==> src/rtl/ddram_arb.sv <==
// ddram_arb: round-robin scheduler sharing one 64-bit DDR3 Avalon-MM port between two
// requesters. Write bursts hold the grant; read beats return via an in-order tag FIFO.
module ddram_arb #(
  parameter int AW   = 29,
  parameter int DW   = 64,
  parameter int BCW  = 8,
  parameter int TAGS = 4
) (
  input  logic              clk,
  input  logic              reset_n,
  input  logic [AW-1:0]     rq0_addr,
  input  logic [BCW-1:0]    rq0_bcnt,
  input  logic              rq0_rd,
  input  logic              rq0_we,
  input  logic [DW-1:0]     rq0_din,
  input  logic [DW/8-1:0]   rq0_be,
  output logic              rq0_busy,
  input  logic [AW-1:0]     rq1_addr,
  input  logic [BCW-1:0]    rq1_bcnt,
  input  logic              rq1_rd,
  input  logic              rq1_we,
  input  logic [DW-1:0]     rq1_din,
  input  logic [DW/8-1:0]   rq1_be,
  output logic              rq1_busy,
  output logic [DW-1:0]     rq_dout,
  output logic              rq0_dout_ready,
  output logic              rq1_dout_ready,
  output logic [AW-1:0]     mem_addr,
  output logic [BCW-1:0]    mem_bcnt,
  output logic              mem_rd,
  output logic              mem_we,
  output logic [DW-1:0]     mem_din,
  output logic [DW/8-1:0]   mem_be,
  input  logic              mem_busy,
  input  logic [DW-1:0]     mem_dout,
  input  logic              mem_dout_ready,
  output logic              err
);
  localparam int TW = $clog2(TAGS);
  localparam logic [TW:0] TAGS_C = (TW+1)'(TAGS);

  typedef enum logic [1:0] {IDLE, CMD, WDATA} state_t;

  state_t          state_q;
  logic            sel_q;
  logic            last_q;
  logic            err_q;
  logic [BCW-1:0]  beats_left_q;
  logic [BCW-1:0]  wbcnt_q;
  logic [AW-1:0]   waddr_q;
  logic [BCW-1:0]  head_rcv_q;
  logic [TW-1:0]   wr_ptr_q;
  logic [TW-1:0]   rd_ptr_q;
  logic [TW:0]     count_q;
  logic [DW-1:0]   dout_q;
  logic            rdy0_q;
  logic            rdy1_q;
  logic            tag_own_q [TAGS];
  logic [BCW-1:0]  tag_len_q [TAGS];

  logic            s_rd, s_we, sel_busy, tagfull;
  logic [AW-1:0]   s_addr;
  logic [BCW-1:0]  s_bcnt, s_len;
  logic [DW-1:0]   s_din;
  logic [DW/8-1:0] s_be;
  logic            rd_acc, wr_acc, beat, pop, head_own, head_done;
  logic            rq0_pend, rq1_pend;

  assign s_rd   = sel_q ? rq1_rd   : rq0_rd;
  assign s_we   = sel_q ? rq1_we   : rq0_we;
  assign s_addr = sel_q ? rq1_addr : rq0_addr;
  assign s_bcnt = sel_q ? rq1_bcnt : rq0_bcnt;
  assign s_din  = sel_q ? rq1_din  : rq0_din;
  assign s_be   = sel_q ? rq1_be   : rq0_be;
  // A burstcount of zero is a single-beat transfer.
  assign s_len  = (s_bcnt == '0) ? BCW'(1) : s_bcnt;

  assign tagfull  = (count_q == TAGS_C);
  assign rq0_pend = rq0_rd | rq0_we;
  assign rq1_pend = rq1_rd | rq1_we;

  always_comb begin
    mem_rd   = 1'b0;
    mem_we   = 1'b0;
    sel_busy = 1'b1;
    mem_addr = s_addr;
    mem_bcnt = s_bcnt;
    mem_din  = s_din;
    mem_be   = s_be;
    case (state_q)
      CMD: begin
        mem_rd   = s_rd & ~tagfull;
        mem_we   = s_we & ~s_rd;
        sel_busy = mem_busy | (s_rd & tagfull);
      end
      WDATA: begin
        mem_we   = s_we;
        mem_addr = waddr_q;
        mem_bcnt = wbcnt_q;
        sel_busy = mem_busy;
      end
      default: ;
    endcase
  end

  assign rq0_busy = sel_q ? 1'b1 : sel_busy;
  assign rq1_busy = sel_q ? sel_busy : 1'b1;

  assign rd_acc    = mem_rd & ~mem_busy;
  assign wr_acc    = mem_we & ~mem_busy;
  assign beat      = mem_dout_ready & (count_q != '0);
  assign head_own  = tag_own_q[rd_ptr_q];
  assign head_done = (head_rcv_q == tag_len_q[rd_ptr_q] - BCW'(1));
  assign pop       = beat & head_done;

  // Tag storage holds data only; validity comes from count_q.
  always_ff @(posedge clk) begin
    if (rd_acc) begin
      tag_own_q[wr_ptr_q] <= sel_q;
      tag_len_q[wr_ptr_q] <= s_len;
    end
  end

  always_ff @(posedge clk or negedge reset_n) begin
    if (!reset_n) begin
      state_q      <= IDLE;
      sel_q        <= 1'b0;
      last_q       <= 1'b1;
      err_q        <= 1'b0;
      beats_left_q <= '0;
      wbcnt_q      <= '0;
      waddr_q      <= '0;
      head_rcv_q   <= '0;
      wr_ptr_q     <= '0;
      rd_ptr_q     <= '0;
      count_q      <= '0;
      dout_q       <= '0;
      rdy0_q       <= 1'b0;
      rdy1_q       <= 1'b0;
    end else begin
      dout_q <= mem_dout;
      rdy0_q <= beat & ~head_own;
      rdy1_q <= beat & head_own;
      if (mem_dout_ready && count_q == '0)
        err_q <= 1'b1;

      if (beat) begin
        if (pop) begin
          head_rcv_q <= '0;
          rd_ptr_q   <= rd_ptr_q + TW'(1);
        end else begin
          head_rcv_q <= head_rcv_q + BCW'(1);
        end
      end
      if (rd_acc)
        wr_ptr_q <= wr_ptr_q + TW'(1);
      if (rd_acc && !pop)
        count_q <= count_q + (TW+1)'(1);
      else if (pop && !rd_acc)
        count_q <= count_q - (TW+1)'(1);

      case (state_q)
        IDLE: begin
          if (rq0_pend && rq1_pend) begin
            sel_q   <= ~last_q;
            state_q <= CMD;
          end else if (rq0_pend) begin
            sel_q   <= 1'b0;
            state_q <= CMD;
          end else if (rq1_pend) begin
            sel_q   <= 1'b1;
            state_q <= CMD;
          end
        end
        CMD: begin
          if (rd_acc) begin
            last_q  <= sel_q;
            state_q <= IDLE;
          end else if (wr_acc) begin
            if (s_len == BCW'(1)) begin
              last_q  <= sel_q;
              state_q <= IDLE;
            end else begin
              beats_left_q <= s_len - BCW'(1);
              waddr_q      <= s_addr;
              wbcnt_q      <= s_bcnt;
              state_q      <= WDATA;
            end
          end else if (!(s_rd || s_we)) begin
            state_q <= IDLE;
          end
        end
        WDATA: begin
          if (wr_acc) begin
            beats_left_q <= beats_left_q - BCW'(1);
            if (beats_left_q == BCW'(1)) begin
              last_q  <= sel_q;
              state_q <= IDLE;
            end
          end
        end
        default: state_q <= IDLE;
      endcase
    end
  end

  assign rq_dout        = dout_q;
  assign rq0_dout_ready = rdy0_q;
  assign rq1_dout_ready = rdy1_q;
  assign err            = err_q;
endmodule

==> config.mk <==
export PLATFORM = sky130hd
export DESIGN_NAME = ddram_arb
export DESIGN_NICKNAME = d
export VERILOG_FILES = /design/src/rtl/ddram_arb.sv
export SDC_FILE = /design/constraint.sdc
export NUM_CORES = 1
export LEC_CHECK = 0
export ABC_CLOCK_PERIOD_IN_PS = 8500
export BUFFER_PORTS_ARGS = -buffer_cell sky130_fd_sc_hd__clkbuf_2
export CORE_AREA = 4 4 182 184
export DETAILED_ROUTE_END_ITERATION = 8
export DIE_AREA = 0 0 186 188
export GPL_TIMING_DRIVEN = 0
export SLEW_MARGIN = 20
export SYNTH_ARGS = -nofsm -noshare
export SYNTH_HDL_FRONTEND = slang
export SYNTH_SLANG_ARGS = --single-unit
==> constraint.sdc <==
create_clock -name clk -period 8.5 [get_ports clk]
set_input_delay 0.425 -clock clk [delete_from_list [all_inputs] [get_ports clk]]
set_output_delay 0.425 -clock clk [all_outputs]
set_load 0.01 [all_outputs]
==> out/results.ini <==
[final_layout]
drive_gt1_share_pct=60.13
nets=1403
fill_cells=3156
areaGrowthSynthToFinish_pct=43.21
multi_input_area_sq_um=3677
postLayoutCoreUtil_pct=37.51
stdcell_area_sq_um=11780
seqCellArea_sq_um=4360

[timing]
setup_viol=0
tightest_slew_ns=0.8559
finClkSkew_ns=0.01604
fin_crit_sh_pct=50.11
fin_ws_ns=4.240
finalSetupTns_ns=0
max_freq_mhz=234.8
relSlewSlack_pct=42.55
min_period_ns=4.260
grt_setup_unrepaired=no
hold_violations=0
slew_viol_final=0

[global_route]
top_usage_layer=met2
grt_max_degree=69
grt_usage_pct=18.41
antenna_found_initial=20
grt_pass1_wl_um=47290
met1_usage_pct=21.36
grt_use_met2_pct=30.88
grt_overflow_total=0
gr-usage-met3_pct=5.800
grt_pass1_vias=7465

[setup_path]
crit_chain=buf_2 > buf_1 > clkbuf_1 > buf_1 > mux2_2 > clkbuf_2
path_max_fanout=10
crit_buf_inv=5
max_stage_delay_ns=0.69
worst_path_max_delay_cell=clkbuf_1
critical_path_required_ns=8.08
critPathMostFrequentCell=buf_1
start_kind=flop
critPathArrivalTime_ns=3.83
path_class=flop to primary output
path_delay_family=buffers and inverters
crit_path_end_kind=primary output

[detailed_routing]
avgRoutedWirePerCell_um=21.28
firstDrtPassIters=4
postRouteAntennaNets=0
num_vias=6939
detail_route.wirelength_um=32530
drt_iter0_drc=346
via_per_inst=4.538
drc_errors=0

[yosys]
ys_ff_latch=167
synth_edf_count=36
ys_async_sr_fraction_pct=78.44
ys_warn_count=0
avgSynthCellArea_sq_um=13.50
synth_nets=914
synth_cell_types=63
synthesis.area_sq_um=8223
synth_top_cells_by_area=dfrtp_1 (40%), mux2_2 (20%), edfxtp_1 (13%)
synth_flop_cell=dfrtp_1
netlist_top_cells_count=mux2_2 (143), dfrtp_1 (130), edfxtp_1 (36), mux2_1 (35), a21oi_1 (21)
ys_seq_area_share_pct=53.03
yosysTopAreaCell=dfrtp_1
yosysMostFrequentCell=mux2_2
yosysTopAreaCellShare_pct=39.56
syn_inst=609

[pwr]
switching_share_pct=36.98
p_switching_w=0.001217
pwr-share-comb_pct=41.6
internal_power_w=0.002074
p_per_area_nw_per_um2=279.4
p_clk_share_pct=24.1
p_seq_share_pct=34.3
leakagePower_nw=5.664
peakVddDrop_v=0.0001389

[clock_network]
cts_buffer_depth=2
holdBufCountCts=0
cts_resized=0
cts_tree=done
htreeDepth=4
clock-sinks=167
path_clk_slew_ns=0.08
post-cts-setup-buffers=0
cts_buffers=17
root_buffer=clkbuf_16
clk_latency_ns=0.43

[floorplanning]
io_pins=470
coreArea_sq_um=31390
die-area_sq_um=34970
fp.dieW_um=186
start_util_pct=26.19
fp.dieH_um=188
rows=65

[placed_design]
hpwl_um=27620
placed_cell_area_sq_um=11110
dp_slack_ns=4.438
io_buffers=469
gp_congestion=0.9132

[min_path]
min_path_type=primary input to async pin

[job]
drv_cap=0

[run_status]
outcome=finished, final reports clean

[layout by cell type (no fill, tap or decap), drive strengths merged, types with 4 or more instances in the layout]
| cell | n |
|---|---|
| clkbuf | 506 |
| mux2 | 178 |
| dfrtp | 130 |
| edfxtp | 36 |
| inv | 29 |
| a21oi | 21 |
| xnor2 | 20 |
| nor2 | 18 |
| diode | 16 |
| ha | 14 |
| o21ai | 14 |
| nand2 | 13 |
| nand3 | 12 |
| mux2i | 11 |
| and2 | 9 |
| mux4 | 9 |
| nor3 | 8 |
| buf | 8 |
| clkinv | 7 |
| o211ai | 6 |
| xor2 | 5 |
| o22ai | 5 |
| or3 | 4 |
| nor4 | 4 |
[per-layer routing]
| layer | wire, um | vias up |
|---|---|---|
| met1 | 12940 | 3392 |
| met3 | 2051 | 27 |
| met4 | 448 | 0 |
| met5 | 0 | - |
| met2 | 17090 | 291 |
| li1 | - | 3229 |
[registers in the layout, summed over array words and instances (netlist names), 2 cells and up]
| signal | flops |
|---|---|
| tag_own_q | 4 |
| head_rcv_q | 8 |
| state_q | 2 |
| count_q | 3 |
| waddr_q | 29 |
| rd_ptr_q | 2 |
| wbcnt_q | 8 |
| rq_dout | 64 |
| wr_ptr_q | 2 |
| beats_left_q | 8 |
| tag_len_q | 32 |
[per-stage QoR]
stage                     instances  total power [W]  hold slack [ns]
after detailed placement       1481         0.002523           0.4623
after global routing           1528         0.003521          0.03471
after floorplan                 609         0.002014           0.1294
final                          1529         0.003290         0.007678
after CTS                      1513         0.003332          0.01275
after global placement         1480         0.002494           0.4592
[power by group through the flow]
stage,Sequential [W],Clock (W),Combinational (W)
after floorplan,0.00112,0,0.000895
after CTS,0.00113,0.000818,0.00139
after detailed placement,0.00114,0,0.00138
after global placement,0.00114,0,0.00136
final,0.00113,0.000793,0.00137
after global routing,0.00116,0.000859,0.00151
[kinds of logic (layout without fill, tap and decap cells)]
kind of cell | count (synthesis) | after routing | share of synthesized area [%]
multiplexers | 198 | 198 | 28.23
flip-flops | 167 | 167 | 53.03
AND/OR/NAND/NOR | 90 | 90 | 6.239
AO/OA/AOI/OAI | 65 | 65 | 5.021
buffers and inverters | 49 | 551 | 2.358
XOR/XNOR | 25 | 25 | 2.754
adder cells (fa/ha/maj) | 15 | 15 | 2.374
other | 0 | 16 | 0
[final cells by class]
class	instances	share of cell area, %
tap	402	4.271
multi-input combinational	393	31.23
inverter	22	0.7012
antenna	16	0.3400
sequential	167	37.03
buffer	27	0.9456
timing repair buffer	470	20.24
clock inverter	15	1.636
clock buffer	17	3.612
[final timing paths]
kind	startpoint	end	slack [ns]	cells past startpoint
max	sel_q	mem_din[19]	4.24	6
min	reset_n	head_rcv_q[5]	0.008	1
max reg2reg	rd_ptr_q[0]	count_q[1]	4.57	11
min reg2reg	err	err	0.47	1
max in group asynchronous	reset_n	waddr_q[10]	7.76	2
min in group clk	mem_dout[63]	rq_dout[63]	0.10	1
Power figures use the tool's default switching activity.
